<file path="src/rtl/text_pkg.sv">
// Shared constants and writer state encoding for the character-cell text display.
package text_pkg;

  localparam logic [4:0] BLANK_CODE = 5'd26;

  localparam int TEXT_COLS  = 32;
  localparam int TEXT_ROWS  = 16;
  localparam int TEXT_CELLS = TEXT_COLS * TEXT_ROWS;

  localparam logic [7:0] ASCII_NL = 8'h0A;
  localparam logic [7:0] ASCII_FF = 8'h0C;

  typedef enum logic [1:0] {
    IDLE  = 2'd0,
    PAD   = 2'd1,
    CLEAR = 2'd2
  } writer_state_t;

endpackage

</file>
<file path="src/rtl/text_stream_writer_if.sv">
// Byte stream in, display write port and status out; master is upstream, slave is the writer.
interface text_stream_writer_if;

  logic       ascii_valid_in;
  logic [7:0] ascii_in;
  logic       ascii_ready_out;
  logic       data_valid_out;
  logic [4:0] data_out;
  logic [8:0] cursor_out;
  logic       busy_out;
  logic       drop_out;

  modport master (
    output ascii_valid_in, ascii_in,
    input  ascii_ready_out, data_valid_out, data_out, cursor_out, busy_out, drop_out
  );

  modport slave (
    input  ascii_valid_in, ascii_in,
    output ascii_ready_out, data_valid_out, data_out, cursor_out, busy_out, drop_out
  );

endinterface

</file>
<file path="src/rtl/ascii_to_letter.sv">
// Combinational ASCII classifier: letters (either case) to 0-25, space to blank, flags NL/FF.
module ascii_to_letter
  import text_pkg::*;
(
  input  logic [7:0] ascii,
  output logic [4:0] code,
  output logic       is_print,
  output logic       is_nl,
  output logic       is_ff
);

  always_comb begin
    code     = BLANK_CODE;
    is_print = 1'b0;
    if (ascii >= 8'h41 && ascii <= 8'h5A) begin
      code     = 5'(ascii - 8'h41);
      is_print = 1'b1;
    end else if (ascii >= 8'h61 && ascii <= 8'h7A) begin
      code     = 5'(ascii - 8'h61);
      is_print = 1'b1;
    end else if (ascii == 8'h20) begin
      is_print = 1'b1;
    end
  end

  assign is_nl = (ascii == ASCII_NL);
  assign is_ff = (ascii == ASCII_FF);

endmodule

</file>
<file path="src/rtl/text_stream_writer.sv">
// Byte stream to display cells, one cell/cycle, outputs registered; ready only in IDLE.
// TEXT_NEWLINE_PAD_EN builds the newline-to-end-of-row padding; otherwise newline is dropped.
module text_stream_writer
  import text_pkg::*;
#(
  parameter int COLS  = TEXT_COLS,
  parameter int CELLS = TEXT_CELLS
) (
  input  logic          clk_in,
  input  logic          rst_n_in,
  text_stream_writer_if.slave bus
);

  writer_state_t state_q, state_d;
  logic [10:0]   rem_q, rem_d;
  logic          vld_q, vld_d;
  logic [4:0]    dat_q, dat_d;
  logic [8:0]    cur_q, cur_d;
  logic          drop_q, drop_d;

  logic [4:0]    code;
  logic          is_print;
  logic          is_nl;
  logic          is_ff;

  logic [8:0]    cur_inc;
  logic [10:0]   clr_len;

  ascii_to_letter u_map (
    .ascii    (bus.ascii_in),
    .code     (code),
    .is_print (is_print),
    .is_nl    (is_nl),
    .is_ff    (is_ff)
  );

  // Cursor wraps exactly like the display's own write counter.
  assign cur_inc = 9'((int'(cur_q) + 1) % CELLS);
  assign clr_len = 11'(CELLS + ((CELLS - int'(cur_q)) % CELLS));

`ifdef TEXT_NEWLINE_PAD_EN
  logic [10:0] pad_len;
  assign pad_len = 11'(COLS - (int'(cur_q) % COLS));
`endif

  always_ff @(posedge clk_in or negedge rst_n_in) begin
    if (!rst_n_in) begin
      state_q <= IDLE;
      rem_q   <= '0;
      vld_q   <= 1'b0;
      dat_q   <= BLANK_CODE;
      cur_q   <= '0;
      drop_q  <= 1'b0;
    end else begin
      state_q <= state_d;
      rem_q   <= rem_d;
      vld_q   <= vld_d;
      dat_q   <= dat_d;
      cur_q   <= cur_d;
      drop_q  <= drop_d;
    end
  end

  // rem_q counts the blanks of the run still to appear on the display, including
  // the one currently presented; the run ends in the cycle it reaches one.
  always_comb begin
    state_d = state_q;
    rem_d   = rem_q;
    vld_d   = 1'b0;
    dat_d   = dat_q;
    cur_d   = cur_q;
    drop_d  = 1'b0;
    case (state_q)
      IDLE: begin
        if (bus.ascii_valid_in) begin
          if (is_print) begin
            vld_d = 1'b1;
            dat_d = code;
            cur_d = cur_inc;
          end else if (is_ff) begin
            state_d = CLEAR;
            rem_d   = clr_len;
            vld_d   = 1'b1;
            dat_d   = BLANK_CODE;
            cur_d   = cur_inc;
          end
`ifdef TEXT_NEWLINE_PAD_EN
          else if (is_nl) begin
            state_d = PAD;
            rem_d   = pad_len;
            vld_d   = 1'b1;
            dat_d   = BLANK_CODE;
            cur_d   = cur_inc;
          end
`else
          else if (is_nl) begin
            drop_d = 1'b1;
          end
`endif
          else begin
            drop_d = 1'b1;
          end
        end
      end
`ifdef TEXT_NEWLINE_PAD_EN
      PAD, CLEAR: begin
`else
      CLEAR: begin
`endif
        if (rem_q == 11'd1) begin
          state_d = IDLE;
          rem_d   = '0;
        end else begin
          rem_d = rem_q - 11'd1;
          vld_d = 1'b1;
          dat_d = BLANK_CODE;
          cur_d = cur_inc;
        end
      end
      default: begin
        state_d = IDLE;
        rem_d   = '0;
      end
    endcase
  end

  assign bus.ascii_ready_out = (state_q == IDLE);
  assign bus.busy_out        = (state_q != IDLE);
  assign bus.data_valid_out  = vld_q;
  assign bus.data_out        = dat_q;
  assign bus.cursor_out      = cur_q;
  assign bus.drop_out        = drop_q;

endmodule

</file>
<file path="src/flat_wrapper.sv">
// flat-port wrapper written by rule: the top's interface ports become plain ports
module text_stream_writer_flat import text_pkg::*;
#(
  parameter int COLS  = TEXT_COLS,
  parameter int CELLS = TEXT_CELLS
)
  (clk_in, rst_n_in, bus_ascii_valid_in, bus_ascii_in, bus_ascii_ready_out, bus_data_valid_out, bus_data_out, bus_cursor_out, bus_busy_out, bus_drop_out);
  text_stream_writer_if bus_i ();
  input  logic clk_in;
  input  logic rst_n_in;
  input wire logic [$bits(bus_i.ascii_valid_in)-1:0] bus_ascii_valid_in;
  input wire logic [$bits(bus_i.ascii_in)-1:0] bus_ascii_in;
  output wire logic [$bits(bus_i.ascii_ready_out)-1:0] bus_ascii_ready_out;
  output wire logic [$bits(bus_i.data_valid_out)-1:0] bus_data_valid_out;
  output wire logic [$bits(bus_i.data_out)-1:0] bus_data_out;
  output wire logic [$bits(bus_i.cursor_out)-1:0] bus_cursor_out;
  output wire logic [$bits(bus_i.busy_out)-1:0] bus_busy_out;
  output wire logic [$bits(bus_i.drop_out)-1:0] bus_drop_out;
  assign bus_i.ascii_valid_in = bus_ascii_valid_in;
  assign bus_i.ascii_in = bus_ascii_in;
  assign bus_ascii_ready_out = bus_i.ascii_ready_out;
  assign bus_data_valid_out = bus_i.data_valid_out;
  assign bus_data_out = bus_i.data_out;
  assign bus_cursor_out = bus_i.cursor_out;
  assign bus_busy_out = bus_i.busy_out;
  assign bus_drop_out = bus_i.drop_out;
  text_stream_writer #(.COLS(COLS), .CELLS(CELLS)) u_core (.clk_in(clk_in), .rst_n_in(rst_n_in), .bus(bus_i));
endmodule
</file>
<file path="config.mk">
export PLATFORM = sky130hd
export DESIGN_NAME = text_stream_writer_flat
export DESIGN_NICKNAME = d
export VERILOG_FILES = /design/src/rtl/text_pkg.sv /design/src/rtl/text_stream_writer_if.sv /design/src/rtl/ascii_to_letter.sv /design/src/rtl/text_stream_writer.sv /design/src/flat_wrapper.sv
export SDC_FILE = /design/constraint.sdc
export NUM_CORES = 1
export LEC_CHECK = 0
export BUFFER_PORTS_ARGS = -buffer_cell sky130_fd_sc_hd__buf_4
export CAP_MARGIN = 20
export CORE_MARGIN = 5
export CORE_UTILIZATION = 25
export CTS_BUF_LIST = sky130_fd_sc_hd__clkbuf_4 sky130_fd_sc_hd__clkbuf_8
export DETAILED_ROUTE_END_ITERATION = 16
export HOLD_SLACK_MARGIN = 0.15
export PLACE_DENSITY = 0.42
export REMOVE_ABC_BUFFERS = 1
export SYNTH_ARGS = -nofsm -noshare
export SYNTH_HDL_FRONTEND = slang
export SYNTH_SLANG_ARGS = --single-unit
export TNS_END_PERCENT = 5
</file>
<file path="constraint.sdc">
create_clock -name clk_in -period 2.6 [get_ports clk_in]
set_input_delay 0.26 -clock clk_in [delete_from_list [all_inputs] [get_ports clk_in]]
set_output_delay 0.26 -clock clk_in [all_outputs]
set_load 0.01 [all_outputs]
</file>
-- Yosys cells after proc, flatten, opt, wreduce, memory -nomap -nowiden
Index checks and enable logic that the tools add are counted.
- flip-flop bits (word level): 29
- input bits: 11
- output and inout bits: 18
- add/sub/neg operators: 6
- magnitude comparators: 4
- eq/ne operators: 10
- mux-type cells: 34
- bitwise gates (word level): 1
- reductions and logical operators: 9
- operators by type and width (kind ; number):
    $mux 11 ; 4
    $mux 9 ; 4
    $mux 5 ; 6
    $pmux 11 s2 ; 1
    $pmux 9 s2 ; 1
    $ge 8x7->1 const B ; 2
    $le 8x7->1 const B ; 2
    $add 11x10->11 const A ; 1
    $eq 11x1->1 const B ; 1
    $mux 1 ; 11
    $sub 10x9->11 const A ; 1
    $sub 11x1->11 const B ; 1
    $pmux 5 s2 ; 1
    $sub 5x1->5 const B ; 2
    $add 9x1->9 const B ; 1
    $reduce_or 9->1 ; 1
    $eq 8x4->1 const B ; 1
    $eq 8x6->1 const B ; 1
    $mux 2 ; 4
    $reduce_and 4->1 ; 2
    $ne 2x2->1 const B ; 3
    $ne 2x1->1 const B ; 2
    $pmux 2 s2 ; 1
    $reduce_bool 2->1 ; 2
    7 further kinds ; 8

-- Depth between registers and ports, before layout
- word-level depth: 8
- mapped depth: 8
- gate-level depth less buffers: 7

-- By module
A second synthesis with hierarchy kept.
- cells, all modules: 197
- area, all modules: 1844.3 µm²
- by module, submodules not included (module ; times used ; cells each ; area an instance (µm²) ; sequential area each (µm²)):
    text_stream_writer ; 1 ; 163 ; 1607.8 ; 704.4
    ascii_to_letter ; 1 ; 34 ; 236.5 ; 0.0

-- Worst setup path after synthesis
OpenSTA, ideal clock, no wires.
- path type: input to register
- start: input port bus_ascii_in[0]
- end: register u_core.cur_q[1], in the netlist u_core.bus.cursor_out[1]
- data arrival time: 1.852 ns
- required time: 2.472 ns
- setup slack: 0.620 ns
- stages on the path: 8
- buffers on the path: 1
- path through: inv_1 -> ha_1 -> or3b_4 -> nor3_2 -> o311a_4 -> nand2b_1 -> buf_6 -> mux2_1
- word-level cells in the longest chain between the ends: 7
- RTL lines (element ; line ; text):
    start, declared ; flat_wrapper.sv:12 ; input wire logic [$bits(bus_i.ascii_in)-1:0] bus_ascii_in;
    $ge 8x7->1 (tied with other cells) ; ascii_to_letter.sv:18 ; end else if (ascii >= 8'h61 && ascii <= 8'h7A) begin
    $logic_and 1x1->1 / $mux 1 (equally long branches) ; ascii_to_letter.sv:18, ascii_to_letter.sv:21 ;
    $mux 1 ; ascii_to_letter.sv:18 ;
    $mux 1 ; ascii_to_letter.sv:15 ; if (ascii >= 8'h41 && ascii <= 8'h5A) begin
    $mux 9 ; text_stream_writer.sv:76 ; if (is_print) begin
    $mux 9 ; text_stream_writer.sv:75 ; if (bus.ascii_valid_in) begin
    $pmux 9 s2 ; text_stream_writer.sv:73 ; case (state_q)
    end signal, assigned ; text_stream_writer.sv:59 ; cur_q <= cur_d;
    end, declared ; text_stream_writer.sv:18 ; logic [8:0] cur_q, cur_d;
Parallel ways exist; a longest one is shown, timed or not. The select of a mux whose other input is x is not followed.
A chain may end at the register's enable or synchronous reset.

-- Worst setup path in the final report
- start: register u_core.rem_q[0]
- end: register u_core.cur_q[1], in the netlist u_core.bus.cursor_out[1]
- word-level cells in the longest chain between the ends: 3
- RTL lines (element ; line ; text):
    start, declared ; text_stream_writer.sv:15 ; logic [10:0] rem_q, rem_d;
    start signal, assigned ; text_stream_writer.sv:56 ; rem_q <= rem_d;
    $eq 11x1->1 ; text_stream_writer.sv:110 ; if (rem_q == 11'd1) begin
    $ne 2x2->1 (no source line) ; - ;
    $reduce_and 4->1 (no source line) ; - ;
Every way passes these cells.

==> results.tsv <==
stage	metric	value	unit
pwr	Clk network pwr share	15.0	%
synthesis	Post-synth top cells	dfrtp_1 (25), nand2_1 (19), nor2_1 (16)	
worst_setup_path	CP endpoint kind	register	
floorplanning	io pins	29	
sta	Setup Skew	0.006472	ns
cts	H-tree depth	1	
cts	CTS tree	built	
sta	final setup fails	0	
route	DRT Wirelength	4.519	mm
route	Detailed Routing Iterations Pass 1	4	
worst_setup_path	CP max stage delay	0.49	ns
pwr	pwr/cell area	802.8	nW/um^2
synthesis	Post-Synth Adder-Cell Area	4.912	%
place	pre-CTS setup slack	0.2958	ns
sta	Worst-Margin Slew	0.5919	ns
route	drt first-iter violations	131	
route	DRC Markers	0	
synthesis	main combinational cell family by area after synthesis	simple AND/OR/NAND/NOR gates	
global_routing	met1 Use GR	14.93	%
worst_setup_path	Critical Path Slowest Stage Cell	a41oi_1	
outcome	status	finished clean	
synthesis	mux cell area share after synthesis	1.895	%
pwr	VDD IR max	0.3714	mV
sta	setup TNS	0	ns
synthesis	xor/xnor share of the synthesized area	9.333	%
sta	RSZ-0062 raised after global routing	false	
place	Placer Congestion	0.7722	
sta	Tcrit/Tclk final	82.30	%
worst_setup_path	Bufs and invs on worst path	0	
synthesis	top cell type's share of synthesized area	35.09	%
pwr	Logic pwr share	39.6	%
sta	relative slew slack	60.18	%
synthesis	most frequent cell after synthesis	dfrtp_1	
synthesis	FF+latch count, synth	28	
cells_and_area	share of cells above drive strength 1	24.31	%
synthesis	ys async rst share	100.0	%
synthesis	syn avg cell area	9.484	sq um
floorplanning	Initial Util	25.96	%
pwr	Static Leak	0.9084	nW
pwr	Int Pwr	1.043	mW
floorplanning	die area	8921	sq um
route	Post-DRT Antenna Nets	0	
cts	post-CTS sizing	0	
synthesis	EDFF count, synth	0	
worst_setup_path	CP delay by family, top	simple AND/OR/NAND/NOR gates	
floorplanning	Die Y	94.45	um
cts	Sink Count	28	
global_routing	grt total ovfl	0	
place	Buffers on Ports	28	
pwr	Flop pwr share	45.3	%
route	total number of vias	1449	
cts	Clk pin slew, worst setup/hold paths	0.09	ns
synthesis	Seq/Total Area, Yosys	39.51	%
synthesis	Synth Cell Area	1783	sq um
synthesis	Yosys top cell by area	dfrtp_1	
place	Inst Count DP	309	
synthesis	Yosys Warn Count	0	
worst_setup_path	required time of the critical path	2.76	ns
sta	post-route setup slack	0.4603	ns
cells_and_area	area delta synth->final	21.12	%
synthesis	Synth Area in Compound Gates	14.67	%
floorplanning	Placeable Area	6869	sq um
pwr	Switch Pwr	0.6909	mW
synthesis	Synth Area in Simple Gates	25.19	%
sta	Hold Slack	0.2346	ns
worst_setup_path	critical path arrival	2.30	ns
synthesis	ranking of synthesized cells by area	dfrtp_1 (35%), xor2_1 (6.4%), ha_1 (4.9%), dfstp_2 (4.4%), nand2_1 (4.0%)	
global_routing	GRT met2 Usage	16.31	%
global_routing	Tot GR Track Use	10.57	%
synthesis	Main synth FF type	dfrtp_1	
cells_and_area	fin area	2160	sq um
sta	Pins Over Slew Limit	0	
cells_and_area	nets	237	
worst_setup_path	crit-path max FO	8	
cts	CTS Buf Count	3	
route	Routed wire per std cell	14.39	um
hold_path	Hold Path Class	input port to register	
global_routing	largest net degree at the start of global routing	29	
cts	Max clock buf depth	2	
floorplanning	row count	30	
cts	Post-CTS Repair Setup Buffers	0	
synthesis	Gate Count Post-Synth	188	
pwr	Power Total	1.734	mW
cells_and_area	final instance count without filler cells	314	
sta	Peak Freq	467.3	MHz
worst_setup_path	crit path kind	register to register	
cells_and_area	ANT cells	0	
global_routing	initial antenna violation count	0	
worst_setup_path	Critical Path Start Type	register	
sta	final hold violation count	0	
global_routing	first-pass GRT wire length	7.521	mm
sta	crit path time final	2.140	ns
run	Max-Cap Viols	0	
global_routing	number of global-route vias before repair	1440	
route	DR vias/cell	4.615	
global_routing	GRT Max-Usage Layer	met2	
place	DP Wirelength	3.332	mm
cts	worst skew pair latency	0.28	ns
global_routing	met3 GRT Util	1.673	%
pwr	sw frac	39.85	%
place	placed instance area	2101	sq um
floorplanning	Die Wd	94.45	um
synthesis	Synth cell types	48	
worst_setup_path	CP cell instances	ha_1 -> nor4b_2 -> a41oi_1 -> nand2b_1 -> mux2_1	
cts	CTS root buffer	clkbuf_8	
cells_and_area	Layout Utilization	31.44	%
[what timing repair did]
action | 4_1_cts | 5_1_grt
endpoints found under the hold margin | 25 | 0
setup endpoints to repair | 0 | 0
hold buffers | 1 | 0
[final cells by class]
cell class                      instances  area (sq um)
Fill cell                             696          4710
Multi-Input combinational cell        143         998.5
Sequential cell                        28         704.4
Timing Repair Buffer                   33         250.2
Tap cell                               96         120.1
Clock buffer                            4         48.80
Inverter                               10         37.54
[state kept, by name, indices dropped and copies added, names as in the netlist]
| register | cells |
|---|---|
| u_core.state_q | 1 |
| u_core.rem_q | 11 |
| u_core.bus.drop_out | 1 |
| u_core.bus.data_valid_out | 1 |
| u_core.bus.cursor_out | 9 |
| u_core.bus.data_out | 5 |
[worst reg2reg max path, delay by kind of cell (launching register included)]
family,cells,cell delay [ns]
compound gates,1,0.49
fa+ha+maj,1,0.21
flops,1,0.42
mux,1,0.39
simple gates,2,0.52
[metal layers]
layer  routed length, um  vias to the layer above
met4                  62                        0
met5                   0                        -
met2                2041                       27
met1                2261                      683
li1                    -                      734
met3                 153                        5
[layout by cell type (no fill, tap or decap), drive strengths merged, types with 2 or more instances in the layout]
cell	instances
buf	32
dfrtp	25
nand2	19
nor2	16
o21ai	16
xor2	13
nor3	10
inv	10
ha	7
xnor2	6
nor4	6
nand3	5
nor4b	4
a22o	4
clkbuf	4
or4	3
a21oi	3
mux2	3
dfstp	3
nand3b	2
nand2b	2
o32ai	2
o22ai	2
or3b	2
[logic make-up after synthesis]
group | after synthesis
AND/OR/NAND/NOR | 77
multiplexers | 3
flip-flops | 28
adder cells (fa/ha/maj) | 7
AO/OA/AOI/OAI | 37
buffers and inverters | 17
XOR/XNOR | 19
[power groups by stage]
stage	Sequential (mW)	Clock [mW]	Combinational (mW)
after global routing	0.817	0.291	0.775
after detailed placement	0.794	0	0.692
after CTS	0.785	0.272	0.698
final	0.786	0.261	0.687
after floorplan	0.769	0	0.428
after global placement	0.796	0	0.701
[path summary, 6_finish.rpt]
check	cells after the start	slack (ns)	end	startpoint
max	5	0.46	u_core.bus.cursor_out[1]$_DFFE_PN0P_	u_core.rem_q[0]$_DFFE_PN0P_
min	2	0.23	u_core.bus.drop_out$_DFF_PN0_	bus_ascii_valid_in
max reg2reg	5	0.46	u_core.bus.cursor_out[1]$_DFFE_PN0P_	u_core.rem_q[0]$_DFFE_PN0P_
min reg2reg	2	0.50	u_core.bus.data_out[4]$_DFFE_PN1P_	u_core.bus.data_out[4]$_DFFE_PN1P_
max in group asynchronous	2	1.84	u_core.bus.data_out[4]$_DFFE_PN1P_	rst_n_in
min in group asynchronous	2	0.44	u_core.bus.cursor_out[6]$_DFFE_PN0P_	rst_n_in
(Power assumes the default switching activity.)
